$ cat config.mk
export PLATFORM = sky130hd
export DESIGN_NAME = vga_sync_gen
export DESIGN_NICKNAME = d
export VERILOG_FILES = /design/src/rtl/vga_sync_gen.sv
export SDC_FILE = /design/constraint.sdc
export NUM_CORES = 1
export LEC_CHECK = 0
export BUFFER_PORTS_ARGS = -buffer_cell sky130_fd_sc_hd__buf_2
export CORE_ASPECT_RATIO = 0.8
export CORE_UTILIZATION = 45
export DETAILED_ROUTE_END_ITERATION = 7
export PLACE_DENSITY = 0.65
export RECOVER_POWER = 25
export SYNTH_ARGS = -nofsm -noshare
export SYNTH_HDL_FRONTEND = slang
export SYNTH_SLANG_ARGS = --single-unit
$ cat constraint.sdc
create_clock -name clock -period 2.21 [get_ports clock]
set_input_delay 0.442 -clock clock [delete_from_list [all_inputs] [get_ports clock]]
set_output_delay 0.442 -clock clock [all_outputs]
set_load 0.005 [all_outputs]
$ cat src/rtl/vga_sync_gen.sv
// rtl/vga_sync_gen.sv - VGA raster counters and sync/blank decode (optional VGA_SYNC_PIPE_DELAY_EN delays sync/blank one clock)
module vga_sync_gen #(
    parameter int H_VISIBLE = 640,
    parameter int H_FRONT   = 16,
    parameter int H_SYNC    = 96,
    parameter int H_BACK    = 48,
    parameter int V_VISIBLE = 400,
    parameter int V_FRONT   = 12,
    parameter int V_SYNC    = 2,
    parameter int V_BACK    = 35
) (
    input  logic       clock,
    input  logic       reset,
    output logic [9:0] CounterX,
    output logic [8:0] CounterY,
    output logic       hsync,
    output logic       vsync,
    output logic       inDisplayArea,
    output logic       calc_start
);

    localparam int H_TOTAL = H_VISIBLE + H_FRONT + H_SYNC + H_BACK;
    localparam int V_TOTAL = V_VISIBLE + V_FRONT + V_SYNC + V_BACK;

    localparam logic [9:0] X_LAST   = 10'(H_TOTAL - 1);
    localparam logic [9:0] X_VIS    = 10'(H_VISIBLE);
    localparam logic [9:0] HS_START = 10'(H_VISIBLE + H_FRONT);
    localparam logic [9:0] HS_END   = 10'(H_VISIBLE + H_FRONT + H_SYNC);
    localparam logic [8:0] Y_LAST   = 9'(V_TOTAL - 1);
    localparam logic [8:0] Y_VIS    = 9'(V_VISIBLE);
    localparam logic [8:0] VS_START = 9'(V_VISIBLE + V_FRONT);
    localparam logic [8:0] VS_END   = 9'(V_VISIBLE + V_FRONT + V_SYNC);

    logic [9:0] x_next;
    logic [8:0] y_next;
    logic       hs_next;
    logic       vs_next;
    logic       de_next;
    logic       cs_next;
    logic       hs_r;
    logic       vs_r;
    logic       de_r;

    // Decoding from the next counter values keeps the registered flags in step with the counters.
    always_comb begin
        x_next = CounterX + 10'd1;
        y_next = CounterY;
        if (CounterX == X_LAST) begin
            x_next = '0;
            y_next = (CounterY == Y_LAST) ? '0 : CounterY + 9'd1;
        end
        hs_next = !((x_next >= HS_START) && (x_next < HS_END));
        vs_next = (y_next >= VS_START) && (y_next < VS_END);
        de_next = (x_next < X_VIS) && (y_next < Y_VIS);
        cs_next = (x_next == 10'd0) && (y_next == Y_VIS);
    end

    always_ff @(posedge clock) begin
        if (reset) begin
            CounterX   <= '0;
            CounterY   <= '0;
            hs_r       <= 1'b1;
            vs_r       <= 1'b0;
            de_r       <= 1'b1;
            calc_start <= 1'b0;
        end else begin
            CounterX   <= x_next;
            CounterY   <= y_next;
            hs_r       <= hs_next;
            vs_r       <= vs_next;
            de_r       <= de_next;
            calc_start <= cs_next;
        end
    end

`ifdef VGA_SYNC_PIPE_DELAY_EN
    // Extra stage lines sync/blank up with the registered draw output of the ball stage.
    always_ff @(posedge clock) begin
        if (reset) begin
            hsync         <= 1'b1;
            vsync         <= 1'b0;
            inDisplayArea <= 1'b0;
        end else begin
            hsync         <= hs_r;
            vsync         <= vs_r;
            inDisplayArea <= de_r;
        end
    end
`else
    assign hsync         = hs_r;
    assign vsync         = vs_r;
    assign inDisplayArea = de_r;
`endif

endmodule

# Word level (Yosys, flattened, before mapping)
# Cells that the tools add are included.
# op_classes
n_lt_le_gt_ge	6
reduce_logical	6
n_mux	3
n_eq_ne	3
n_addsub	2
# op_table
cell	count
< comparator 10 bit (second input constant)	2
equality test 9 bit (second input constant)	2
< comparator 9 bit (second input constant)	2
two-way mux 9 bit	2
adder 10 x 1 -> 10 bit (second input constant)	1
equality test 10 bit (second input constant)	1
greater-or-equal comparator 10 bit (second input constant)	1
zero test 10 bit	1
two-way mux 10 bit	1
adder 9 x 1 -> 9 bit (second input constant)	1
greater-or-equal comparator 9 bit (second input constant)	1
logical AND 1 bit	4
zero test 1 bit	1
# word_totals
in_bits	2
elab_cells	26
output_inout_bits	23
ff_bits	23

# Depth between registers and ports, before layout
# Gate-level depths: netlist (run 1).
# depth
word_depth	5
depth_mapped	9
depth_no_buf	8

# Least setup slack after synthesis (run 1)
# Ideal clock, no wire load.
# synth_timing
path_type	flip-flop to flip-flop
start	register CounterY[0]
end	register calc_start
slack_ns	0.075
t_arrival_ns	2.047
required_time_ns	2.123
path_stages_with_launch	10
setup_ns	0.087
synth_period_minus_slack_ns	2.135
n_path_buf	1
cell_sequence	dfxtp_1 > clkbuf_1 > inv_1 > ha_1 > nand2b_4 > nor4_4 > nand2b_2 > o21ai_0 > or4_4 > nor4b_2
# synth_via
elab_chain_cells	5
elab_cells_between_ends	6
classes_between	add/sub (1); eq/ne (2); mux (2); reduce/logical (1)
# synth_lines
item	line	rtl
from (decl)	15	output logic [8:0] CounterY,
from (signal assigned)	68	CounterY <= y_next;
adder 9 x 1 -> 9 bit / equality test 9 bit (equally long branches)	50	y_next = (CounterY == Y_LAST) ? '0 : CounterY + 9'd1;
two-way mux 9 bit	50	
two-way mux 9 bit *	48	if (CounterX == X_LAST) begin
equality test 9 bit *	55	cs_next = (x_next == 10'd0) && (y_next == Y_VIS);
logical AND 1 bit *	55	
to (signal assigned)	72	calc_start <= cs_next;
to (decl)	19	output logic calc_start
# Mark *: on every way between the ends. The rest lies on a longest branch, timed or not.
# A chain may end at the register's enable or synchronous reset.

# Final worst setup path (run 1)
# layout_timing
start	register CounterX[1]
end	register calc_start
# layout_via
elab_chain_cells	4
elab_cells_between_ends	7
classes_between	add/sub (1); eq/ne (2); mux (2); reduce/logical (2)
# layout_lines
item	line	rtl
from (decl)	14	output logic [9:0] CounterX,
from (signal assigned)	67	CounterX <= x_next;
adder 10 x 1 -> 10 bit / equality test 10 bit (equally long branches)	46, 48	
two-way mux 10 bit / two-way mux 9 bit (equally long branches)	48	
zero test 10 bit / equality test 9 bit (equally long branches)	55	
logical AND 1 bit *	55	
# Marks and branches as above.

==> summary.md, run 1 <==
| Metric | Value |
|---|---|
| Vias in the first global route | `1277` |
| Ys Warns | `0` |
| Top cells by count, synth | `23 x dfxtp_1, 20 x nor2_1, 14 x o21ai_0` |
| Worst hold stages | `2` |
| Post-DP HPWL | `2.74 mm` |
| Finished Core Util | `57.1%` |
| CTS H-tree lvls | `1` |
| Largest net degree at the start of global routing | `22` |
| Longest Clk Path Bufs | `2` |
| Tightest Hold Check Type | `flop to flop` |
| Worst slew margin | `71.2%` |
| Worst reg2reg path depth | `7` |
| I/O Pins | `25` |
| Tcrit/Tclk final | `95.7%` |
| CP startpoint kind | `flop` |
| Netlist Area Pre-Place | `0.00145 mm^2` |
| Root buffer cell | `clkbuf_8` |
| Crit. End Element | `flop` |
| DRC viols | `0` |
| Worst-path clk slew | `80 ps` |
| Status | `finished clean` |
| WL final | `3.64 mm` |
| GR Overflow Total | `0` |
| Floorplan row count | `18` |
| I/O Buffers | `24` |
| Final Max Slew Viols | `0` |
| Data arrival time of the worst path | `2290 ps` |
| First-pass GRT wire length | `6.14 mm` |
| Most common cell in the netlist | `dfxtp_1` |
| GP Congestion | `0.954` |
| CTS Hold Buffers Added | `0` |
| Flops & latches, synth | `23` |
| RSZ-0062 raised after global routing | `true` |
| Post-DRT Antenna Nets | `0` |
| Fin worst setup slack | `95.1 ps` |
| Initial detailed-routing violation count | `97` |
| Crit Path Max Fanout | `8` |
| Worst-margin pin slew | `431 ps` |
| R2r endpoint | `calc_start$_SDFF_PP0_` |
| Num CTS Buffers | `3` |
| Unique cell type count in the Yosys netlist | `51` |
| Synth-to-layout area growth | `21.0%` |
| Peak VDD IR | `0.427 mV` |
| Final Cell Area | `0.00175 mm^2` |
| Via count | `1459` |
| WS Path Type | `flop to flop` |
| Hold Startpoint | `CounterX[0]$_SDFF_PP0_` |
| Fillers | `293` |
| Layout cell share with drive strength beyond 1 | `28.4%` |
| Synth area leader | `dfxtp_1` |
| Core area | `0.00306 mm^2` |
| Max cap viols | `0` |
| Hold Path Sink | `CounterX[0]$_SDFF_PP0_` |
| EDFF count, synth | `0` |
| Pre-CTS setup slack | `6.86 ps` |
| Post-layout min period | `2110 ps` |
| Placed Area | `0.00169 mm^2` |
| Synth area leaders | `dfxtp_1 32%, nor2_1 5.2%, o21ai_0 4.8%` |
| Clk_lat worst skew | `260 ps` |
| CTS tree | `built` |
| Maximum clock frequency | `473 MHz` |
| Initial antenna violation count | `0` |
| Ys async rst share | `0%` |
| Pleak | `0.631 nW` |
| Syn_nets | `186` |
| Vias per inst | `5.72` |
| P per Cell Area | `406 mW/mm^2` |
| Seq/Total Area, Yosys | `31.9%` |
| Launch point of the worst reg-to-reg path | `CounterX[1]$_SDFF_PP0_` |
| Wire per inst | `14.3 um` |
| Critical path required time | `2390 ps` |
| Global Route Usage Sum | `23.3%` |
| Die width | `65.4 um` |
| Die Area | `0.00344 mm^2` |
| Clk sinks | `23` |
| Die Span Y | `52.7 um` |
| FF-to-FF setup slack | `100 ps` |
| Ys flop type | `dfxtp_1` |
| Nets@finish | `221` |
| DRT Pass-1 Iters | `4` |
| Setup bufs post-CTS | `0` |
| Setup violators final | `0` |
| Syn avg cell area | `7.98 um^2` |
| Initial core utilization | `47.2%` |
| Diodes inserted | `0` |
| Clock skew | `1.22 ps` |
| Sum Neg Setup Slack | `0 ps` |
| Final hold vios | `0` |
| Post-Syn Instances | `181` |
| Synth top area share | `31.9%` |
==> report_power, final <==
group / switching (W) / leakage (nW) / internal [W]
combinational: 0.0000175 / 0.422 / 0.0000161
clock: 0.000126 / 0.0228 / 0.000129
sequential: 0.00000293 / 0.186 / 0.000419
total: 0.000147 / 0.631 / 0.000563
==> cell families (layout without fill, tap and decap cells) <==
family          count (synthesis)  count (layout)  share of synthesized area, %
fa+ha+maj                       3               3                          2.60
buf+inv                        19              53                          5.97
simple gates                   80              80                          33.5
xor+xnor                       10              10                          6.06
flops                          23              23                          31.9
compound gates                 46              46                          20.0
==> final cells by class <==
cell class / count / area (um^2) / share of cell area, %
clock buffer: 4 / 45.0 / 2.58
inverter: 8 / 30.0 / 1.72
multi-input combinational: 139 / 916 / 52.4
sequential: 23 / 462 / 26.4
tap: 40 / 50.0 / 2.86
timing repair buffer: 41 / 246 / 14.1
==> per-stage QoR <==
stage	hold WS [ps]	power, W	std cells
6_report	542	0.000710	255
5_1_grt	580	0.000737	255
4_1_cts	542	0.000715	255
3_5_place_dp	530	0.000464	251
3_3_place_gp	524	0.000464	251
2_1_floorplan	491	0.000447	181
==> worst max-delay path, cell delays in order, from the launching register on <==
cell,delay (ps)
dfxtp_1,340
ha_2,220
and4_4,290
nand4_4,170
o21ai_2,180
nand3_1,110
or4_4,520
nor4b_2,210
==> registers in the layout (all words and copies together), names as in the netlist <==
register       cells
inDisplayArea      1
hsync              1
CounterY           9
CounterX          10
calc_start         1
vsync              1
==> how the worst max path moves through the flow <==
stage,depth (start not counted),end,start
after global placement,8,inDisplayArea$_SDFF_PP1_,CounterX[0]$_SDFF_PP0_
after floorplan,9,calc_start$_SDFF_PP0_,CounterY[0]$_SDFF_PP0_
after CTS,8,inDisplayArea$_SDFF_PP1_,CounterX[1]$_SDFF_PP0_
after global routing,7,calc_start$_SDFF_PP0_,CounterX[0]$_SDFF_PP0_
after detailed placement,8,inDisplayArea$_SDFF_PP1_,CounterX[1]$_SDFF_PP0_
final,7,calc_start$_SDFF_PP0_,CounterX[1]$_SDFF_PP0_
==> cell usage in the layout (no fill, tap or decap), drive strengths merged, types with 6 or more instances in the layout <==
master	instances
inv	8
nand4	7
dfxtp	23
nand3	7
xnor2	7
nor2	20
o21ai	16
a21oi	13
nand2	14
buf	39
clkbuf	6
==> per-layer routing <==
metal	up-vias	global-route usage (%)	share of wire (%)
li1	731	-	-
met3	6	5.00	6.3
met4	0	5.80	1.2
met2	58	32.5	43
met5	-	0	0
met1	664	35.4	50
==> what timing repair did <==
item                       CTS  global route
cloned                       0             0
gates resized for setup      1             7
setup endpoints to repair    1             3
Note: power is estimated with default switching activity, not from simulation.
==> run 2, diff against run 1 <==
--- a/config.mk
+++ b/config.mk
@@ -5,11 +5,13 @@
 export SDC_FILE = /design/constraint.sdc
 export NUM_CORES = 1
 export LEC_CHECK = 0
+export ABC_AREA = 1
 export BUFFER_PORTS_ARGS = -buffer_cell sky130_fd_sc_hd__buf_2
+export CAP_MARGIN = 20
 export CORE_ASPECT_RATIO = 0.8
 export CORE_UTILIZATION = 45
 export DETAILED_ROUTE_END_ITERATION = 7
-export PLACE_DENSITY = 0.65
+export PLACE_DENSITY = 0.66
 export RECOVER_POWER = 25
 export SYNTH_ARGS = -nofsm -noshare
 export SYNTH_HDL_FRONTEND = slang
==> summary.md, run 2 <==
| Metric | Value |
|---|---|
| Final hold vios | `0 (unchanged)` |
| CP startpoint kind | `flop` |
| Final Cell Area | `0.00144 mm^2 (-18%)` |
| Biggest register | `CounterX` |
| Fillers | `286 (-2.4%)` |
| Syn_nets | `207 (+11%)` |
| Die Span Y | `49.4 um (-6.3%)` |
| Wire per inst | `11.1 um (-22%)` |
| WL final | `2.93 mm (-20%)` |
| Floorplan row count | `16 (-2)` |
| Core area | `0.00254 mm^2 (-17%)` |
| Syn avg cell area | `6.25 um^2 (-22%)` |
| Diodes inserted | `0 (unchanged)` |
| DRC viols | `0 (unchanged)` |
| P per Cell Area | `443 mW/mm^2 (+9.2%)` |
| Data arrival time of the worst path | `2230 ps (-60 ps)` |
| Die Area | `0.00302 mm^2 (-12%)` |
| Tightest Hold Check Type | `input pin to flop` |
| Initial detailed-routing violation count | `94 (-3.1%)` |
| Post-layout min period | `1970 ps (-147 ps)` |
| DRT Pass-1 Iters | `4 (unchanged)` |
| Peak VDD IR | `0.430 mV (+0.71%)` |
| CTS Hold Buffers Added | `0 (unchanged)` |
| Slowest-stage cell, CP | `dfxtp_1` |
| Maximum clock frequency | `508 MHz (+7.5%)` |
| Placed Area | `0.00142 mm^2 (-16%)` |
| Most common cell in the netlist | `nand2_1` |
| Reg power frac | `66.5% (+7.1 points)` |
| Vias per inst | `4.89 (-14%)` |
| WHS | `501 ps (-40.4 ps)` |
| Sum Neg Setup Slack | `0 ps (unchanged)` |
| Comb power frac | `3.3% (-1.4 points)` |
| Ys async rst share | `0% (unchanged)` |
| Placed Cells | `260 (+3.6%)` |
| WS Path Type | `flop to flop` |
| Post-Syn Instances | `202 (+12%)` |
| Via count | `1292 (-11%)` |
| Crit. End Element | `flop` |
| Worst Path Buf+Inv | `2 (+2)` |
| Synth top area share | `36.5% (+4.6 points)` |
| Area of the multi-input gates | `666 um^2 (-27%)` |
| Root buffer cell | `clkbuf_4` |
| Clk sinks | `23 (unchanged)` |
| Top cells by count, synth | `53 x nand2_1, 39 x nor2_1, 31 x inv_1` |
| Clk_lat worst skew | `310 ps (+50 ps)` |
| Setup bufs post-CTS | `0 (unchanged)` |
| Setup violators final | `0 (unchanged)` |
| Synth-to-layout area growth | `14.1%` |
| Crit path cell chain | `ha_1, nand2_1, nor2_4, inv_2, nor2_4, buf_4, nand3_1, nand3_1, nand2_1, nor2_1, nand2_1, nor2_1` |
| CP max stage delay | `450 ps (-70 ps)` |
| Netlist Area Pre-Place | `0.00126 mm^2 (-13%)` |
| Max reg flops | `10 (unchanged)` |
| Tcrit/Tclk final | `89.0% (-6.7 points)` |
| RSZ-0062 raised after global routing | `false` |
| Most used cell, CP | `nand2_1` |
| Finished Core Util | `56.6% (-0.46 points)` |
| Crit Path Max Fanout | `7 (-1)` |
| GP Congestion | `0.883 (-7.4%)` |
| Sw Share | `22.5% (+1.8 points)` |
| Synth area leaders | `dfxtp_1 36%, nand2_1 16%, nor2_1 12%` |
| CTS H-tree lvls | `1 (unchanged)` |
| Biggest regs | `CounterX (10), CounterY (9)` |
| GR Overflow Total | `0 (unchanged)` |
| I/O Pins | `25 (unchanged)` |
| Worst-path clk slew | `120 ps (+40 ps)` |
| Worst slew margin | `76.2% (+4.9 points)` |
| Status | `finished clean` |
| Power share of the clock group | `30.2% (-5.7 points)` |
| Commonest non-fill, non-tap cell in the layout | `nand2_1` |
| Pleak | `0.722 nW (+14%)` |
| Post-DP HPWL | `2.28 mm (-17%)` |
| Clock skew | `4.56 ps (+3.34 ps)` |
| I/O Buffers | `24 (unchanged)` |
| Layout cell share with drive strength beyond 1 | `13.2% (-15 points)` |
| Nets@finish | `234 (+5.9%)` |
| Initial core utilization | `49.7% (+2.5 points)` |
| Initial antenna violation count | `0 (unchanged)` |
| Seq/Total Area, Yosys | `36.5% (+4.6 points)` |
| Critical path required time | `2470 ps (+80 ps)` |
| Count of non-filler cells in the finished layout | `264 (+3.5%)` |
| Post-DRT Antenna Nets | `0 (unchanged)` |
| Commonest cells after routing, fill and taps aside | `54 x nand2_1, 39 x nor2_1, 31 x inv_1` |
| Num CTS Buffers | `3 (unchanged)` |
| Ys Warns | `0 (unchanged)` |
| Max cap viols | `0 (unchanged)` |
| Largest net degree at the start of global routing | `19 (-14%)` |
| Vias in the first global route | `1122 (-12%)` |
| Unique cell type count in the Yosys netlist | `20 (-61%)` |
| Flops & latches, synth | `23 (unchanged)` |
| Switching pwr | `0.000144 W (-2.2%)` |
| Worst-margin pin slew | `356 ps (-74.6 ps)` |
| First-pass GRT wire length | `4.88 mm (-21%)` |
| Global Route Usage Sum | `21.5% (-1.8 points)` |
| Int Power | `0.000495 W (-12%)` |
| Storage cell area | `460 um^2 (-0.27%)` |
| Longest Clk Path Bufs | `2 (unchanged)` |
| Final Max Slew Viols | `0 (unchanged)` |
| CTS tree | `built` |
| Synth area leader | `dfxtp_1` |
| Die width | `61.2 um (-6.3%)` |
| Largest delay share family, worst path | `simple AND/OR/NAND/NOR gates` |
| Ys flop type | `dfxtp_1` |
| EDFF count, synth | `0 (unchanged)` |
[run 2: path summary, 6_finish.rpt]
kind                          startpoint  slack [ps]                      to  cells after the start
setup / recovery  CounterX[0]$_SDFF_PP0_         240   calc_start$_SDFF_PP0_                     12
hold / removal                     reset         500  CounterY[6]$_SDFF_PP0_                      2
setup reg to reg  CounterX[0]$_SDFF_PP0_         240   calc_start$_SDFF_PP0_                     12
hold reg to reg   CounterX[2]$_SDFF_PP0_         550  CounterX[2]$_SDFF_PP0_                      2
[run 2: kinds of logic (layout without fill, tap and decap cells)]
| group | Yosys count | count (layout) | synth area share, % |
|---|---|---|---|
| AO/OA/AOI/OAI | 8 | 8 | 3.37 |
| XOR/XNOR | 2 | 2 | 1.39 |
| adder cells (fa/ha/maj) | 3 | 3 | 2.97 |
| buffers and inverters | 35 | 61 | 11.0 |
| flip-flops | 23 | 23 | 36.5 |
| AND/OR/NAND/NOR | 131 | 131 | 44.8 |
[run 2: power groups by stage]
| stage | clock network, W | logic (W) | registers [W] |
|---|---|---|---|
| floorplan | 0 | 0.0000133 | 0.000434 |
| global placement | 0 | 0.0000217 | 0.000433 |
| detailed placement | 0 | 0.0000213 | 0.000434 |
| CTS | 0.000202 | 0.0000214 | 0.000425 |
| global route | 0.000231 | 0.0000238 | 0.000426 |
| finish | 0.000193 | 0.0000208 | 0.000425 |
[run 2: layout make-up]
cell class                 instances  share of cell area, %
inverter                          32                   8.34
sequential                        23                   32.0
timing repair buffer              25                   8.43
clock buffer                       3                   1.56
clock inverter                     1                  0.348
tap                               36                   3.13
multi-input combinational        144                   46.2
[run 2: metrics by stage]
step	total power [W]	worst slack (ps)
final	0.000638	242
after global routing	0.000680	59.3
after CTS	0.000649	177
after detailed placement	0.000455	210
after global placement	0.000455	261
after floorplan	0.000447	538
[run 2: repair_timing]
item,in CTS,in global routing
setup endpoints to repair,0,2
hold endpoints to repair,0,0
gates resized for setup,0,1
[run 2: metal layers]
| metal | global-route usage [%] | share of wire (%) | vias up |
|---|---|---|---|
| met4 | 4.55 | 0 | 0 |
| met5 | 0 | 0 | - |
| met1 | 33.3 | 52 | 578 |
| met3 | 6.10 | 6.2 | 0 |
| li1 | - | - | 681 |
| met2 | 29.0 | 42 | 33 |
